`src/rtl/oprandb_buffpc_ctrl_if.sv`:
```
`default_nettype none
// ============================================================================
// oprandb_buffpc_ctrl_if : instruction-field / step-sequencing bundle. Rev 1.0
// ============================================================================
interface oprandb_buffpc_ctrl_if #(
  parameter int CNT_W = 3
);
  logic [4:0]       InsM;
  logic [1:0]       InsL;
  logic [CNT_W-1:0] Cnt;
  logic             Buff_PC;
  logic             OprandB;

  // master = instruction register side, slave = the sequencer
  modport master (output InsM, output InsL, input Cnt, input Buff_PC, input OprandB);
  modport slave  (input InsM, input InsL, output Cnt, output Buff_PC, output OprandB);
endinterface
`default_nettype wire

```
`src/rtl/oprandb_buffpc_ctrl.sv`:
```
`default_nettype none
// ============================================================================
// oprandb_buffpc_ctrl : micro-step counter with end-of-instruction and
// operand-B decode for the multicycle controller.                   Rev 1.0
// ============================================================================
module oprandb_buffpc_ctrl #(
  parameter int CNT_W = 3
) (
  input  logic                   clk,
  input  logic                   Rst,
  oprandb_buffpc_ctrl_if.slave   bus
);

  localparam logic [CNT_W-1:0] STEP_EXEC = CNT_W'(2);
  localparam logic [CNT_W-1:0] STEP_MEM  = CNT_W'(3);
  localparam logic [CNT_W-1:0] STEP_WB   = CNT_W'(4);

  logic [CNT_W-1:0] cnt;
  logic [CNT_W-1:0] last_step;
  logic             imm_op;
  logic             hlt_op;
  logic             past_decode;
  logic             buff_pc;

  // Unlisted opcodes (and X/Z in simulation) fall to the NOP defaults.
  always_comb begin
    last_step = STEP_EXEC;
    imm_op    = 1'b0;
    hlt_op    = 1'b0;
    case (bus.InsM)
      5'b00000: last_step = STEP_MEM;
      5'b00001: begin last_step = STEP_MEM;  imm_op = 1'b1; end
      5'b00010: begin last_step = STEP_MEM;  imm_op = 1'b1; end
      5'b00011: begin last_step = STEP_WB;   imm_op = 1'b1; end
      5'b00100: last_step = STEP_WB;
      5'b00101: begin last_step = STEP_MEM;  imm_op = 1'b1; end
      5'b00110: begin
        if (bus.InsL == 2'b00) last_step = STEP_MEM;
        else                   last_step = STEP_EXEC;
      end
      5'b00111: begin last_step = STEP_MEM;  imm_op = 1'b1; end
      5'b01000: begin last_step = STEP_MEM;  imm_op = 1'b1; end
      5'b01011: last_step = STEP_MEM;
      5'b10000: begin last_step = STEP_EXEC; imm_op = 1'b1; end
      5'b10001: begin last_step = STEP_MEM;  imm_op = 1'b1; end
      5'b10010: last_step = STEP_MEM;
      5'b10011: last_step = STEP_EXEC;
      5'b11000: begin last_step = STEP_EXEC; imm_op = 1'b1; end
      5'b11001: begin last_step = STEP_EXEC; imm_op = 1'b1; end
      5'b11100: begin
        if (bus.InsL == 2'b01) hlt_op = 1'b1;
      end
      default: ;
    endcase
  end

  // Fields are only meaningful once decode (step 1) has completed.
  assign past_decode = Rst && (cnt >= STEP_EXEC);
  assign buff_pc     = past_decode && !hlt_op && (cnt == last_step);

  always_ff @(posedge clk or negedge Rst) begin
    if (!Rst) begin
      cnt <= '0;
    end else if (buff_pc) begin
      cnt <= '0;
    end else if (hlt_op && (cnt == STEP_EXEC)) begin
      cnt <= cnt;
    end else begin
      cnt <= cnt + CNT_W'(1);
    end
  end

  assign bus.Cnt     = cnt;
  assign bus.Buff_PC = buff_pc;
  assign bus.OprandB = past_decode && imm_op;

endmodule
`default_nettype wire

```
`src/flat_wrapper.sv`:
```
// flat-port wrapper written by rule: the top's interface ports become plain ports
module oprandb_buffpc_ctrl_flat 
#(
  parameter int CNT_W = 3
)
  (clk, Rst, bus_InsM, bus_InsL, bus_Cnt, bus_Buff_PC, bus_OprandB);
  oprandb_buffpc_ctrl_if #(.CNT_W(CNT_W)) bus_i ();
  input  logic clk;
  input  logic Rst;
  input wire logic [$bits(bus_i.InsM)-1:0] bus_InsM;
  input wire logic [$bits(bus_i.InsL)-1:0] bus_InsL;
  output wire logic [$bits(bus_i.Cnt)-1:0] bus_Cnt;
  output wire logic [$bits(bus_i.Buff_PC)-1:0] bus_Buff_PC;
  output wire logic [$bits(bus_i.OprandB)-1:0] bus_OprandB;
  assign bus_i.InsM = bus_InsM;
  assign bus_i.InsL = bus_InsL;
  assign bus_Cnt = bus_i.Cnt;
  assign bus_Buff_PC = bus_i.Buff_PC;
  assign bus_OprandB = bus_i.OprandB;
  oprandb_buffpc_ctrl #(.CNT_W(CNT_W)) u_core (.clk(clk), .Rst(Rst), .bus(bus_i));
endmodule
```
`config.mk`:
```
export PLATFORM = sky130hd
export DESIGN_NAME = oprandb_buffpc_ctrl_flat
export DESIGN_NICKNAME = d
export VERILOG_FILES = /design/src/rtl/oprandb_buffpc_ctrl_if.sv /design/src/rtl/oprandb_buffpc_ctrl.sv /design/src/flat_wrapper.sv
export SDC_FILE = /design/constraint.sdc
export NUM_CORES = 1
export LEC_CHECK = 0
export CAP_MARGIN = 20
export CORE_AREA = 5 5 42 44
export DETAILED_ROUTE_END_ITERATION = 6
export DIE_AREA = 0 0 47 49
export PLACE_DENSITY = 0.6
export SLEW_MARGIN = 20
export SYNTH_ARGS = -nofsm -noshare
export SYNTH_HDL_FRONTEND = slang
export SYNTH_SLANG_ARGS = --single-unit
```
`constraint.sdc`:
```
create_clock -name clk -period 5.85 [get_ports clk]
set_input_delay 1.4625 -clock clk [delete_from_list [all_inputs] [get_ports clk]]
set_output_delay 1.4625 -clock clk [all_outputs]
set_load 0.01 [all_outputs]
```
==> impl_metrics.toml <==
[timing]
final_period_minus_worst_setup_slack_ns = 5.16
min_period_over_period_pct = 88.1
finalHoldViolCount = 0
tightestPinTransition_ns = 0.364
finalSetupViolCount = 0
fin_skew_ns = 0.00216
slew_viol_final = 0
maxSlewHeadroom_pct = 75.6
rsz0062_at_grt = "false"
setup_tns_ns = 0
setup_slack_ns = 0.695
fmax_ghz = 0.194
holdWs_ns = 0.646

[clocking]
clock_tree.root_cell = "clkbuf_4"
clk_transition_reported_paths_ns = 0.03
cts_buffers = 3
cts.hold.buffers_added = 0
post_cts.resized_instances = 0
cts_max_level = 1
post_cts.repair.setup_buffers = 0
clkSinkCount = 3
tritoncts_clock_tree = "built"
clk_latency_ns = 0.23
ctsLongestPathBuffers = 2

[setup_path]
critPathMaxStageDelay_ns = 0.59
setup.worst_path.start_class = "input pin"
worst-path-stages = 7
rrSetupSlack_ns = 4.25
worstReg2RegStart = "u_core.bus.Cnt[0]$_DFFE_PN0P_"
cpMostUsedCell = "clkdlybuf4s50_1"
worstSetupEndpointType = "output port"
required_arrival_time_at_the_worst_endpoint_ns = 4.39
crit_family = "buffers and inverters"
cp_slowest_cell = "clkdlybuf4s50_1"
timing.reg2reg.worst_path_depth = 7
crit_path_cell_trace = "clkdlybuf4s50_1 -> nor4b_4 -> a21oi_1 -> o32ai_2 -> xnor2_1 -> and2_2 -> clkdlybuf4s50_1"
r2r_end = "u_core.bus.Cnt[1]$_DFFE_PN0P_"
critPathMaxFanout = 9
critical_path.n_buffers_inverters = 2
classification_of_the_worst_setup_path = "input pin to output port"
signal_arrival_time_at_the_worst_endpoint_ns = 3.69
critical_path_capture_point = "bus_Buff_PC"
worstSetupStartpoint = "bus_InsM[0]"

[power_and_ir_drop]
p_seq_share_pct = 24.8
leakage_power_nw = 0.227
cellPowerDensity_mw_per_mm2 = 354
power.net_switching_mw = 0.0751
netSwitchingFraction_pct = 38.0
relative_contribution_of_the_clock_network_to_total_power_pct = 18.0
cellInternalPower_mw = 0.123
comb_power_share_pct = 57.2
vdd.ir_drop.worst_mv = 0.215

[finish]
final_util_pct = 39.8
largest_reg_flops = 3
nets = 71
layout_common_cells = "clkdlybuf4s50_1, nor2_1"
multiInputGateArea_um2 = 299
areaGrowthSynthToFinish_pct = 42.0
layout-drive-gt1-share_pct = 22.0
insertedDiodeCount = 0
layout.cells.most_common = "clkdlybuf4s50_1"
area.sequential_um2 = 75.1
post-route-cell-area_um2 = 558
fillers = 157

[detailed_routing]
initialDrtViolationCount = 2
remaining_routing_drc_violations = 0
wl_per_cell_um = 12.8
vias_per_cell = 5.07
first_pass_iters = 2
drt.antenna.violating_nets = 0
route.vias.total = 380
detail_route.wirelength_um = 957

[grt]
grt_max_degree = 10
number_of_global_route_vias_before_repair = 375
grt_pass1_wl_mm = 1.56
globalRoute.totalOverflow = 0
initial_antenna_violation_count = 0
grt.total_usage_pct = 9.37

[synthesis]
syn_inst = 43
postSynthNetCount = 54
yosys_warnings = 0
yosys_register_bits = 3
mappedNetlistArea_um2 = 393
ys_top_cells_by_area = "dfrtp_1, mux2i_1, ha_1"
yosys_top_cell_area_share_pct = 19.1
avgSynthCellArea_um2 = 9.14
synth_top_area_cell = "dfrtp_1"
ys_seq_area_share_pct = 19.1
synth.lib_cells_used.distinct = 25

[place]
place.port_buffers = 13
dp_hpwl_um = 725
post_dp_cell_area_um2 = 532
gpl.final_weighted_congestion = 0.774
detailedPlace.worstSlack_ns = 0.704

[hold_path]
hold_class = "register to register"
hold_path_depth = 2

[status]
run_status = "finished, final reports clean"

[run]
drv.max_cap_violation_count = 0

[floorplan]
vertical_die_dimension_um = 49
dieArea_mm2 = 0.00230
fp-row-count = 14
num_io_pins = 14
die_span_x_um = 47
floorplan.initialDensity_pct = 28.0
core_region_area_mm2 = 0.00140
[metrics by stage]
stage	power [mW]	cells
floorplan	0.116	43
global placement	0.162	71
detailed placement	0.163	71
CTS	0.202	75
global route	0.217	75
finish	0.198	75
[worst min path at each step]
stage | start | end
floorplan | u_core.bus.Cnt[0]$_DFFE_PN0P_ | u_core.bus.Cnt[0]$_DFFE_PN0P_
global placement | u_core.bus.Cnt[0]$_DFFE_PN0P_ | u_core.bus.Cnt[0]$_DFFE_PN0P_
detailed placement | u_core.bus.Cnt[0]$_DFFE_PN0P_ | u_core.bus.Cnt[0]$_DFFE_PN0P_
CTS | u_core.bus.Cnt[0]$_DFFE_PN0P_ | u_core.bus.Cnt[0]$_DFFE_PN0P_
global route | u_core.bus.Cnt[0]$_DFFE_PN0P_ | u_core.bus.Cnt[0]$_DFFE_PN0P_
finish | u_core.bus.Cnt[0]$_DFFE_PN0P_ | u_core.bus.Cnt[0]$_DFFE_PN0P_
[layout make-up]
type,count,share of cell area [%]
flip-flops and latches,3,13.5
repair buffers,13,23.3
inverters,2,1.35
clock buffers,4,4.71
well taps,16,3.59
multi-input cells,37,53.6
[metal layers]
metal	up-vias	part of all wire, %	GRT usage [%]	wire length, um
li1	193	-	-	-
met1	174	47	11.0	450
met2	13	43	13.8	413
met3	0	9.6	2.58	92
met4	0	0	6.91	0
met5	-	0	0	0
[tightest hold or removal path, cell delays in order, from the launching register on]
cell	delay [ns]
dfrtp_1	0.41
inv_1	0.11
mux2i_1	0.08
[synth_stat cells]
| cell type | number |
|---|---|
| nor4b_4 | 1 |
| ha_1 | 2 |
| o32ai_2 | 1 |
| nor3b_1 | 1 |
| nand2_1 | 1 |
| xnor2_1 | 1 |
| mux2_2 | 1 |
| mux2i_1 | 3 |
| a221oi_2 | 1 |
| o31ai_1 | 3 |
| a31oi_1 | 1 |
| o22ai_1 | 1 |
| o21ai_0 | 3 |
| nor2b_1 | 2 |
| or2_2 | 1 |
| and2b_2 | 1 |
| buf_6 | 1 |
| a21oi_1 | 3 |
| and3b_2 | 2 |
| nor2_1 | 5 |
| nand4_1 | 1 |
| and2_2 | 1 |
| inv_1 | 2 |
| dfrtp_1 | 3 |
| and4bb_2 | 1 |
[logic make-up after synthesis]
logic type,Yosys count,synth area share (%)
AND/OR/NAND/NOR,17,32.5
AO/OA/AOI/OAI,13,24.5
multiplexers,4,10.5
buffers and inverters,3,4.78
flip-flops,3,19.1
adder cells (fa/ha/maj),2,6.37
XOR/XNOR,1,2.23
[power by group through the flow]
stage | combinational (mW) | sequential, mW | clock [mW]
final | 0.113 | 0.0491 | 0.0356
after global routing | 0.126 | 0.0512 | 0.0402
after CTS | 0.115 | 0.0489 | 0.0378
after detailed placement | 0.114 | 0.0488 | 0
after global placement | 0.113 | 0.0496 | 0
after floorplan | 0.0647 | 0.0508 | 0
Power figures use the tool's default switching activity.
